==> config.mk <==
export PLATFORM = sky130hd
export DESIGN_NAME = sram_bridge
export DESIGN_NICKNAME = d
export VERILOG_FILES = /design/src/rtl/sram_bridge.sv
export SDC_FILE = /design/constraint.sdc
export NUM_CORES = 1
export LEC_CHECK = 0
export BUFFER_PORTS_ARGS = -buffer_cell sky130_fd_sc_hd__buf_4
export CORE_MARGIN = 2
export CORE_UTILIZATION = 50
export DETAILED_ROUTE_END_ITERATION = 10
export PLACE_DENSITY = 0.82
export SLEW_MARGIN = 10
export SYNTH_ARGS = -nofsm -noshare
export SYNTH_HDL_FRONTEND = slang
export SYNTH_SLANG_ARGS = --single-unit
==> constraint.sdc <==
create_clock -name clock -period 4.8 [get_ports clock]
set_clock_uncertainty 0.05 [all_clocks]
set_input_delay 0.72 -clock clock [delete_from_list [all_inputs] [get_ports clock]]
set_output_delay 0.72 -clock clock [all_outputs]
set_load 0.02 [all_outputs]
==> src/rtl/sram_bridge.sv <==
// CPU-to-SRAM-controller bridge: holds load/store for WAIT_CYCLES+1 cycles and returns a one-cycle response.
// Optional one-entry read cache enabled by defining SRAM_BRIDGE_READ_CACHE_EN.
module sram_bridge #(
    parameter int WAIT_CYCLES = 2
) (
    input  logic        clock,
    input  logic        resetn,
    input  logic        req_valid,
    output logic        req_ready,
    input  logic        req_write,
    input  logic [18:0] req_addr,
    input  logic [7:0]  req_wdata,
    output logic        rsp_valid,
    output logic [7:0]  rsp_rdata,
    output logic        rsp_abort,
    input  logic        prog_mode,
    output logic [18:0] mem_address,
    output logic [7:0]  mem_indata,
    output logic        mem_load,
    output logic        mem_store,
    input  logic [7:0]  mem_outdata,
    output logic        busy
);

    typedef enum logic [1:0] {IDLE, READ, WRITE, TURN} state_t;

    localparam logic [3:0] HOLD_INIT = 4'(WAIT_CYCLES);

    state_t      state, state_next;
    logic [3:0]  hold_count, hold_next;
    logic [18:0] address_next;
    logic [7:0]  indata_next;
    logic [7:0]  rdata_next;
    logic        load_next, store_next, valid_next, abort_next;
    logic        accept;

`ifdef SRAM_BRIDGE_READ_CACHE_EN
    logic        cache_valid, cache_valid_next;
    logic [18:0] cache_tag, cache_tag_next;
    logic [7:0]  cache_data, cache_data_next;
    logic        cache_hit;

    assign cache_hit = cache_valid && (cache_tag == req_addr) && !req_write;
`endif

    assign req_ready = (state == IDLE) && !prog_mode;
    assign busy      = (state != IDLE) || prog_mode;
    assign accept    = req_valid && req_ready;

    always_comb begin
        state_next   = state;
        hold_next    = hold_count;
        address_next = mem_address;
        indata_next  = mem_indata;
        load_next    = mem_load;
        store_next   = mem_store;
        rdata_next   = rsp_rdata;
        valid_next   = 1'b0;
        abort_next   = 1'b0;
`ifdef SRAM_BRIDGE_READ_CACHE_EN
        cache_valid_next = cache_valid;
        cache_tag_next   = cache_tag;
        cache_data_next  = cache_data;
`endif
        case (state)
            IDLE: begin
                if (accept) begin
`ifdef SRAM_BRIDGE_READ_CACHE_EN
                    if (cache_hit) begin
                        valid_next = 1'b1;
                        rdata_next = cache_data;
                    end else
`endif
                    begin
                        address_next = req_addr;
                        indata_next  = req_wdata;
                        hold_next    = HOLD_INIT;
                        if (req_write) begin
                            state_next = WRITE;
                            store_next = 1'b1;
                        end else begin
                            state_next = READ;
                            load_next  = 1'b1;
                        end
                    end
                end
            end
            READ, WRITE: begin
                // prog_mode steals the SRAM, so it overrides a completion on the same edge
                if (prog_mode) begin
                    load_next  = 1'b0;
                    store_next = 1'b0;
                    valid_next = 1'b1;
                    abort_next = 1'b1;
                    state_next = IDLE;
                end else if (hold_count == 4'd0) begin
                    load_next  = 1'b0;
                    store_next = 1'b0;
                    valid_next = 1'b1;
                    if (state == READ) begin
                        rdata_next = mem_outdata;
                        state_next = IDLE;
`ifdef SRAM_BRIDGE_READ_CACHE_EN
                        cache_valid_next = 1'b1;
                        cache_tag_next   = mem_address;
                        cache_data_next  = mem_outdata;
`endif
                    end else begin
                        state_next = TURN;
`ifdef SRAM_BRIDGE_READ_CACHE_EN
                        if (cache_valid && (cache_tag == mem_address)) begin
                            cache_data_next = mem_indata;
                        end
`endif
                    end
                end else begin
                    hold_next = hold_count - 4'd1;
                end
            end
            TURN: begin
                state_next = IDLE;
            end
            default: begin
                state_next = IDLE;
            end
        endcase
`ifdef SRAM_BRIDGE_READ_CACHE_EN
        if (prog_mode) begin
            cache_valid_next = 1'b0;
        end
`endif
    end

    always_ff @(posedge clock or negedge resetn) begin
        if (!resetn) begin
            state       <= IDLE;
            hold_count  <= 4'd0;
            mem_address <= 19'd0;
            mem_indata  <= 8'd0;
            mem_load    <= 1'b0;
            mem_store   <= 1'b0;
            rsp_valid   <= 1'b0;
            rsp_rdata   <= 8'd0;
            rsp_abort   <= 1'b0;
`ifdef SRAM_BRIDGE_READ_CACHE_EN
            cache_valid <= 1'b0;
            cache_tag   <= 19'd0;
            cache_data  <= 8'd0;
`endif
        end else begin
            state       <= state_next;
            hold_count  <= hold_next;
            mem_address <= address_next;
            mem_indata  <= indata_next;
            mem_load    <= load_next;
            mem_store   <= store_next;
            rsp_valid   <= valid_next;
            rsp_rdata   <= rdata_next;
            rsp_abort   <= abort_next;
`ifdef SRAM_BRIDGE_READ_CACHE_EN
            cache_valid <= cache_valid_next;
            cache_tag   <= cache_tag_next;
            cache_data  <= cache_data_next;
`endif
        end
    end

endmodule

==> flow_metrics.py, run 1 <==
metrics = {
    "status": {
        "status": "finished clean",
    },
    "timing": {
        "rsz0062_at_grt": "false",
        "max_freq_mhz": 421,
        "drv_slew": 0,
        "hold_slack_ps": 356,
        "layout_setup_ws_ps": 2420,
        "tns_ps": 0,
        "slew_headroom_pct": 46.1,
        "finalCritPeriodShare_pct": 49.5,
        "tightest_slew_ps": 805,
        "setup_viol": 0,
        "period_needed_ps": 2380,
        "hold_viol": 0,
    },
    "synth": {
        "avgSynthCellArea_um2": 14.4,
        "seq_area_frac_synth_pct": 56.1,
        "ys_types": 31,
        "synth_top_flop_cell": "dfrtp_1",
        "netlist_area_um2": 2010,
        "yosys-top-cells-area": "dfrtp_1 (56%), mux2_2 (16%), mux2_4 (6.0%)",
        "ys_top_cells_by_count": "dfrtp_1 (45), mux2_2 (28), mux2_4 (8), inv_1 (7), ha_1 (6)",
        "netlist.top_cell.by_area": "dfrtp_1",
        "yosys.cell_count.top_type": "dfrtp_1",
        "async_reset_ff_share_pct": 100,
        "syn-num-nets": 185,
        "yosysWarnings": 0,
        "syn_inst": 139,
        "synth_seq_cells": 45,
        "yosysTopAreaCellShare_pct": 56.1,
        "synth_edf_count": 0,
    },
    "grt": {
        "antenna_found_initial": 0,
        "grt_pass1_wl_mm": 5.98,
        "overflow": 0,
        "grt_start_max_net_pins": 46,
        "track_usage_pct": 18.1,
        "first_global_vias": 1237,
    },
    "placement": {
        "place_congestion": 0.757,
        "placed_area_um2": 2630,
        "port_buffers": 80,
        "place_ws_ps": 2590,
        "dpl.hpwl_mm": 2.96,
        "dpl.cell_count": 264,
    },
    "power": {
        "pwr-share-clk_pct": 14.6,
        "p_int_mw": 1.19,
        "netSwitchingPower_mw": 0.718,
        "sw_frac_of_total_pct": 37.6,
        "irDropWorstVdd_mv": 0.392,
        "power_leakage_nw": 1.37,
        "powerDensity_nw_per_um2": 699,
        "pwr-share-comb_pct": 50.6,
        "seqPwrFrac_pct": 34.8,
    },
    "clocking": {
        "cts_tree": "yes",
        "cts-resized-gates": 0,
        "htree_levels": 2,
        "cts_buffers": 5,
        "cts_hold_buffers": 0,
        "clk_latency_ps": 300,
        "clock-sinks": 45,
        "cts_root_buffer": "clkbuf_8",
        "cts_max_path_buffers": 2,
        "cts_setup_buffers": 0,
        "clkSlewWorstSetupHoldPaths_ps": 90,
    },
    "worst_setup_path": {
        "startpoint_type": "flop",
        "reg2reg_from": "state[1]$_DFFE_PN0P_",
        "crit_required_ps": 4030,
        "critPathArrivalTime_ps": 1610,
        "crit_type": "reg -> out",
        "end_kind": "primary output",
        "startpoint": "state[1]$_DFFE_PN0P_",
        "rrSetupSlack_ps": 2580,
        "critPathMaxFanout": 10,
    },
    "drt": {
        "drt_iter0_markers": 57,
        "wire_per_inst_um": 14.8,
        "drt-total-wl_mm": 4.02,
        "vias": 1384,
        "viasPerCell": 5.11,
        "postRouteAntennaNets": 0,
        "drc": 0,
        "firstDrtPassIters": 4,
    },
    "floorplanning": {
        "initial_core_util_pct": 50.9,
        "die-area_um2": 4540,
        "core_um2": 3940,
        "pin_count": 81,
        "die_x_um": 67.4,
        "rows": 23,
        "die_h_um": 67.4,
    },
    "layout": {
        "layout.nets": 267,
        "fin_area_um2": 2730,
        "antenna_cells": 0,
        "drive_gt1_share_pct": 59.3,
        "layout.cells.non_filler": 271,
        "area_growth_pct": 36.0,
    },
    "job": {
        "maxCapViolCount": 0,
    },
    "min_path": {
        "holdCritPathClass": "in -> async",
    },
}
[stage by stage]
step | power (mW) | utilization (%)
final | 1.91 | 69.3
after global routing | 2.03 | 69.3
after CTS | 1.93 | 69.3
after detailed placement | 1.65 | 66.6
after global placement | 1.62 | 66.6
after floorplan | 1.28 | -
[cells in the final DEF (no fill, tap or decap)]
cell type	synthesis	final
a211oi_2	1	1
a21oi_1	4	4
a21oi_4	1	1
a22o_1	1	1
a2bb2oi_2	1	1
a31oi_1	1	1
a32oi_1	1	1
and2_1	1	1
buf_4	0	80
bufinv_16	0	1
clkbuf_8	0	5
clkinv_2	0	1
dfrtp_1	45	45
ha_1	6	6
inv_1	7	7
mux2_2	28	28
mux2_4	8	8
mux2i_1	3	3
nand2_1	2	2
nand2_2	2	2
nand2b_1	3	3
nor2_1	3	3
nor2b_1	2	2
nor2b_4	1	1
nor3_1	1	1
nor3b_1	1	1
nor4_1	1	1
nor4b_1	1	1
nor4b_2	1	1
o211ai_1	1	1
o21ai_0	4	4
o311ai_2	1	1
o31ai_1	2	2
[cell families (layout without fill, tap and decap cells)]
logic type / Yosys count / count (layout) / share of synthesized area, %
AOI/OAI and AO/OA: 18 / 18 / 7.29
adders and majority gates: 6 / 6 / 3.74
buffers and inverters: 12 / 94 / 3.49
DFF: 45 / 45 / 56.1
muxes: 39 / 39 / 23.2
and+or+nand+nor: 19 / 19 / 6.23
[power groups by stage]
stage / Combinational, mW / Clock, mW / Sequential (mW)
floorplan: 0.415 / 0 / 0.862
global placement: 0.950 / 0 / 0.665
detailed placement: 0.976 / 0 / 0.671
CTS: 0.976 / 0.285 / 0.667
global route: 1.04 / 0.300 / 0.690
finish: 0.965 / 0.279 / 0.665
[final cells by class]
class | instances | area [um^2]
timing repair buffer | 80 | 601
multi-input combinational | 82 | 812
fill | 296 | 1210
inverter | 7 | 26.3
tap | 50 | 62.6
sequential | 45 | 1130
clock buffer | 5 | 68.8
clock inverter | 2 | 35.0
[worst max-delay path: stages (launching register included)]
cell and delay, ps:
dfrtp_1 360, inv_1 130, ha_1 380, nor2b_4 240, inv_1 50, buf_4 150
[per-layer routing]
| layer | vias to the layer above | GRT usage [%] | wire [um] |
|---|---|---|---|
| met4 | 0 | 7.91 | 80 |
| met2 | 60 | 27.2 | 1840 |
| met3 | 9 | 6.33 | 392 |
| met1 | 662 | 23.8 | 1710 |
| met5 | - | 0 | 0 |
| li1 | 653 | - | - |
[flip-flops by register name, summed over array words and instances, names as in the netlist]
| name | flops |
|---|---|
| mem_indata | 8 |
| mem_load | 1 |
| state | 2 |
| mem_address | 19 |
| rsp_abort | 1 |
| mem_store | 1 |
| hold_count | 4 |
| rsp_rdata | 8 |
| rsp_valid | 1 |
[path summary, 6_finish.rpt]
check                                                  end  depth (start not counted)
worst max-delay path                                  busy                          5
max in group asynchronous             state[0]$_DFFE_PN0P_                          1
worst min-delay path            mem_address[3]$_DFFE_PN0P_                          1
min in group clock               hold_count[0]$_DFFE_PN0P_                          1
worst min register to register   hold_count[0]$_DFFE_PN0P_                          1
worst max register to register   mem_indata[6]$_DFFE_PN0P_                          5
Power figures use the tool's default switching activity.
==> run 2: changes to the inputs <==
--- a/config.mk
+++ b/config.mk
@@ -7,9 +7,9 @@
 export LEC_CHECK = 0
 export BUFFER_PORTS_ARGS = -buffer_cell sky130_fd_sc_hd__buf_4
 export CORE_MARGIN = 2
-export CORE_UTILIZATION = 50
+export CORE_UTILIZATION = 48
 export DETAILED_ROUTE_END_ITERATION = 10
-export PLACE_DENSITY = 0.82
+export PLACE_DENSITY = 0.79
 export SLEW_MARGIN = 10
 export SYNTH_ARGS = -nofsm -noshare
 export SYNTH_HDL_FRONTEND = slang
==> constraint.sdc (replaced) <==
create_clock -name clock -period 2.2 [get_ports clock]
set_clock_uncertainty 0.05 [all_clocks]
set_input_delay 0.33 -clock clock [delete_from_list [all_inputs] [get_ports clock]]
set_output_delay 0.33 -clock clock [all_outputs]
set_load 0.02 [all_outputs]
==> run 2 against run 1 <==
Against the previous run: non-clock buffer count up 2; global-route usage up 0.17 points; final cell count up 1.1%; via count up 1.1%; flip-flop and latch count unchanged; count of clock-buffer cells in the layout unchanged; highest routed layer unchanged.
==> flow_metrics.py, run 2 (same netlist as run 1, synthesis figures left out) <==
metrics = {
    "layout": {
        "area_growth_pct": 36.2,
        "mostFrequentLayoutCells": "buf_4 (81), dfrtp_1 (45), mux2_2 (28), mux2_4 (8), inv_1 (7)",
        "reg_top3": "mem_address (19), mem_indata (8), rsp_rdata (8)",
        "layout.cells.non_filler": 274,
        "antenna_cells": 0,
        "layout.nets": 269,
        "largest_reg_flops": 19,
        "drive_gt1_share_pct": 59.4,
        "top_register": "mem_address",
        "layout_commonest_cell": "buf_4",
    },
    "worst_setup_path": {
        "critPathSlowestCell": "dfrtp_1",
        "rr_worst_depth": 6,
        "cp.depth": 5,
        "crit_buf_inv": 3,
        "rrSetupSlack_ps": 230,
        "cpLargestDelayFamily": "flip-flops",
        "reg2reg_from": "state[0]$_DFFE_PN0P_",
        "path_cells": "inv_1 -> ha_1 -> nor2b_4 -> inv_1 -> buf_4",
        "end_kind": "primary output",
        "crit_type": "reg -> out",
        "critPathMaxFanout": 10,
        "critPathArrivalTime_ps": 1640,
        "startpoint_type": "flop",
        "cpPeakStageDelay_ps": 380,
        "cpMostUsedCell": "inv_1",
        "r2r-end": "mem_address[10]$_DFFE_PN0P_",
        "crit_required_ps": 1820,
    },
    "drt": {
        "drc": 0,
        "wire_per_inst_um": 15.3,
        "postRouteAntennaNets": 0,
        "drt-total-wl_mm": 4.19,
        "drt_iter0_markers": 85,
        "vias": 1399,
        "viasPerCell": 5.11,
        "firstDrtPassIters": 4,
    },
    "placement": {
        "port_buffers": 80,
        "dpl.hpwl_mm": 3.26,
        "dpl.cell_count": 265,
        "place_congestion": 0.884,
    },
    "floorplanning": {
        "initial_core_util_pct": 50.2,
        "die-area_um2": 4720,
        "core_um2": 4000,
        "die_x_um": 68.7,
        "die_h_um": 68.7,
        "pin_count": 81,
        "rows": 23,
    },
    "power": {
        "pwr-share-clk_pct": 12.4,
        "sw_frac_of_total_pct": 39.0,
        "seqPwrFrac_pct": 35.6,
        "total_power_mw": 4.09,
        "irDropWorstVdd_mv": 0.775,
        "power_leakage_nw": 1.37,
        "netSwitchingPower_mw": 1.59,
        "pwr-share-comb_pct": 52.0,
        "p_int_mw": 2.50,
        "powerDensity_nw_per_um2": 1500,
    },
    "timing": {
        "drv_slew": 0,
        "period_needed_ps": 2020,
        "hold_slack_ps": 208,
        "tns_ps": 0,
        "hold_viol": 0,
        "slew_headroom_pct": 63.0,
        "max_freq_mhz": 496,
        "finalCritPeriodShare_pct": 91.6,
        "tightest_slew_ps": 555,
        "rsz0062_at_grt": "false",
        "setup_viol": 0,
    },
    "clocking": {
        "cts_tree": "yes",
        "clock-sinks": 45,
        "cts_max_path_buffers": 2,
        "cts_buffers": 5,
        "clkSlewWorstSetupHoldPaths_ps": 90,
        "cts_root_buffer": "clkbuf_8",
        "cts-resized-gates": 0,
        "clk_latency_ps": 290,
        "htree_levels": 2,
    },
    "job": {
        "maxCapViolCount": 0,
    },
    "grt": {
        "antenna_found_initial": 0,
        "first_global_vias": 1372,
        "track_usage_pct": 18.3,
        "overflow": 0,
        "grt_start_max_net_pins": 46,
        "grt_pass1_wl_mm": 6.16,
    },
    "status": {
        "status": "finished clean",
    },
    "min_path": {
        "holdPathEnd": "mem_address[18]$_DFFE_PN0P_",
        "min_from": "req_addr[18]",
        "min_path_cells": 2,
        "holdCritPathClass": "in -> reg",
    },
}
-- run 2: repair_timing --
action                                 CTS  global route
buffers inserted                         0             0
setup endpoints to repair                0             0
hold buffers                             1             0
endpoints found under the hold margin   45             0
-- run 2: how the worst max path moves through the flow --
stage               slack [ps]                           to            startpoint
finish                     180                         busy  state[1]$_DFFE_PN0P_
global route                70                         busy  state[0]$_DFFE_PN0P_
CTS                        170                         busy  state[1]$_DFFE_PN0P_
detailed placement         220  mem_address[10]$_DFFE_PN0P_  state[0]$_DFFE_PN0P_
global placement           330  mem_address[10]$_DFFE_PN0P_  state[0]$_DFFE_PN0P_
floorplan                  400  mem_address[17]$_DFFE_PN0P_  state[0]$_DFFE_PN0P_
-- run 2: cell type report --
cell class | count | area, um^2
Fill cell | 296 | 1260
Sequential cell | 45 | 1130
Multi-Input combinational cell | 82 | 812
Timing Repair Buffer | 82 | 618
Clock buffer | 5 | 68.8
Tap cell | 50 | 62.6
Inverter | 7 | 26.3
Clock inverter | 3 | 21.3
-- run 2: stage by stage --
step | utilization, % | area, um^2 | worst slack (ps)
after detailed placement | 65.9 | 2640 | 225
after floorplan | - | 2010 | 405
after global routing | 68.4 | 2740 | 70.2
after CTS | 68.4 | 2740 | 174
after global placement | 65.9 | 2640 | 333
final | 68.4 | 2740 | 185
-- run 2: metal layers --
layer	share of wire, %	GRT usage (%)	wire length, um	up-vias
met2	51	31.3	2130	55
met4	1.3	7.25	55	0
met3	8.2	5.52	344	6
met1	40	21.5	1660	683
met5	0	0	0	-
li1	-	-	-	655
-- run 2: power groups by stage --
stage               registers, mW  logic, mW  clock network [mW]
finish                       1.46       2.13               0.506
global route                 1.50       2.28               0.565
CTS                          1.46       2.16               0.522
detailed placement           1.48       2.15                   0
global placement             1.45       2.06                   0
floorplan                    1.88      0.906                   0
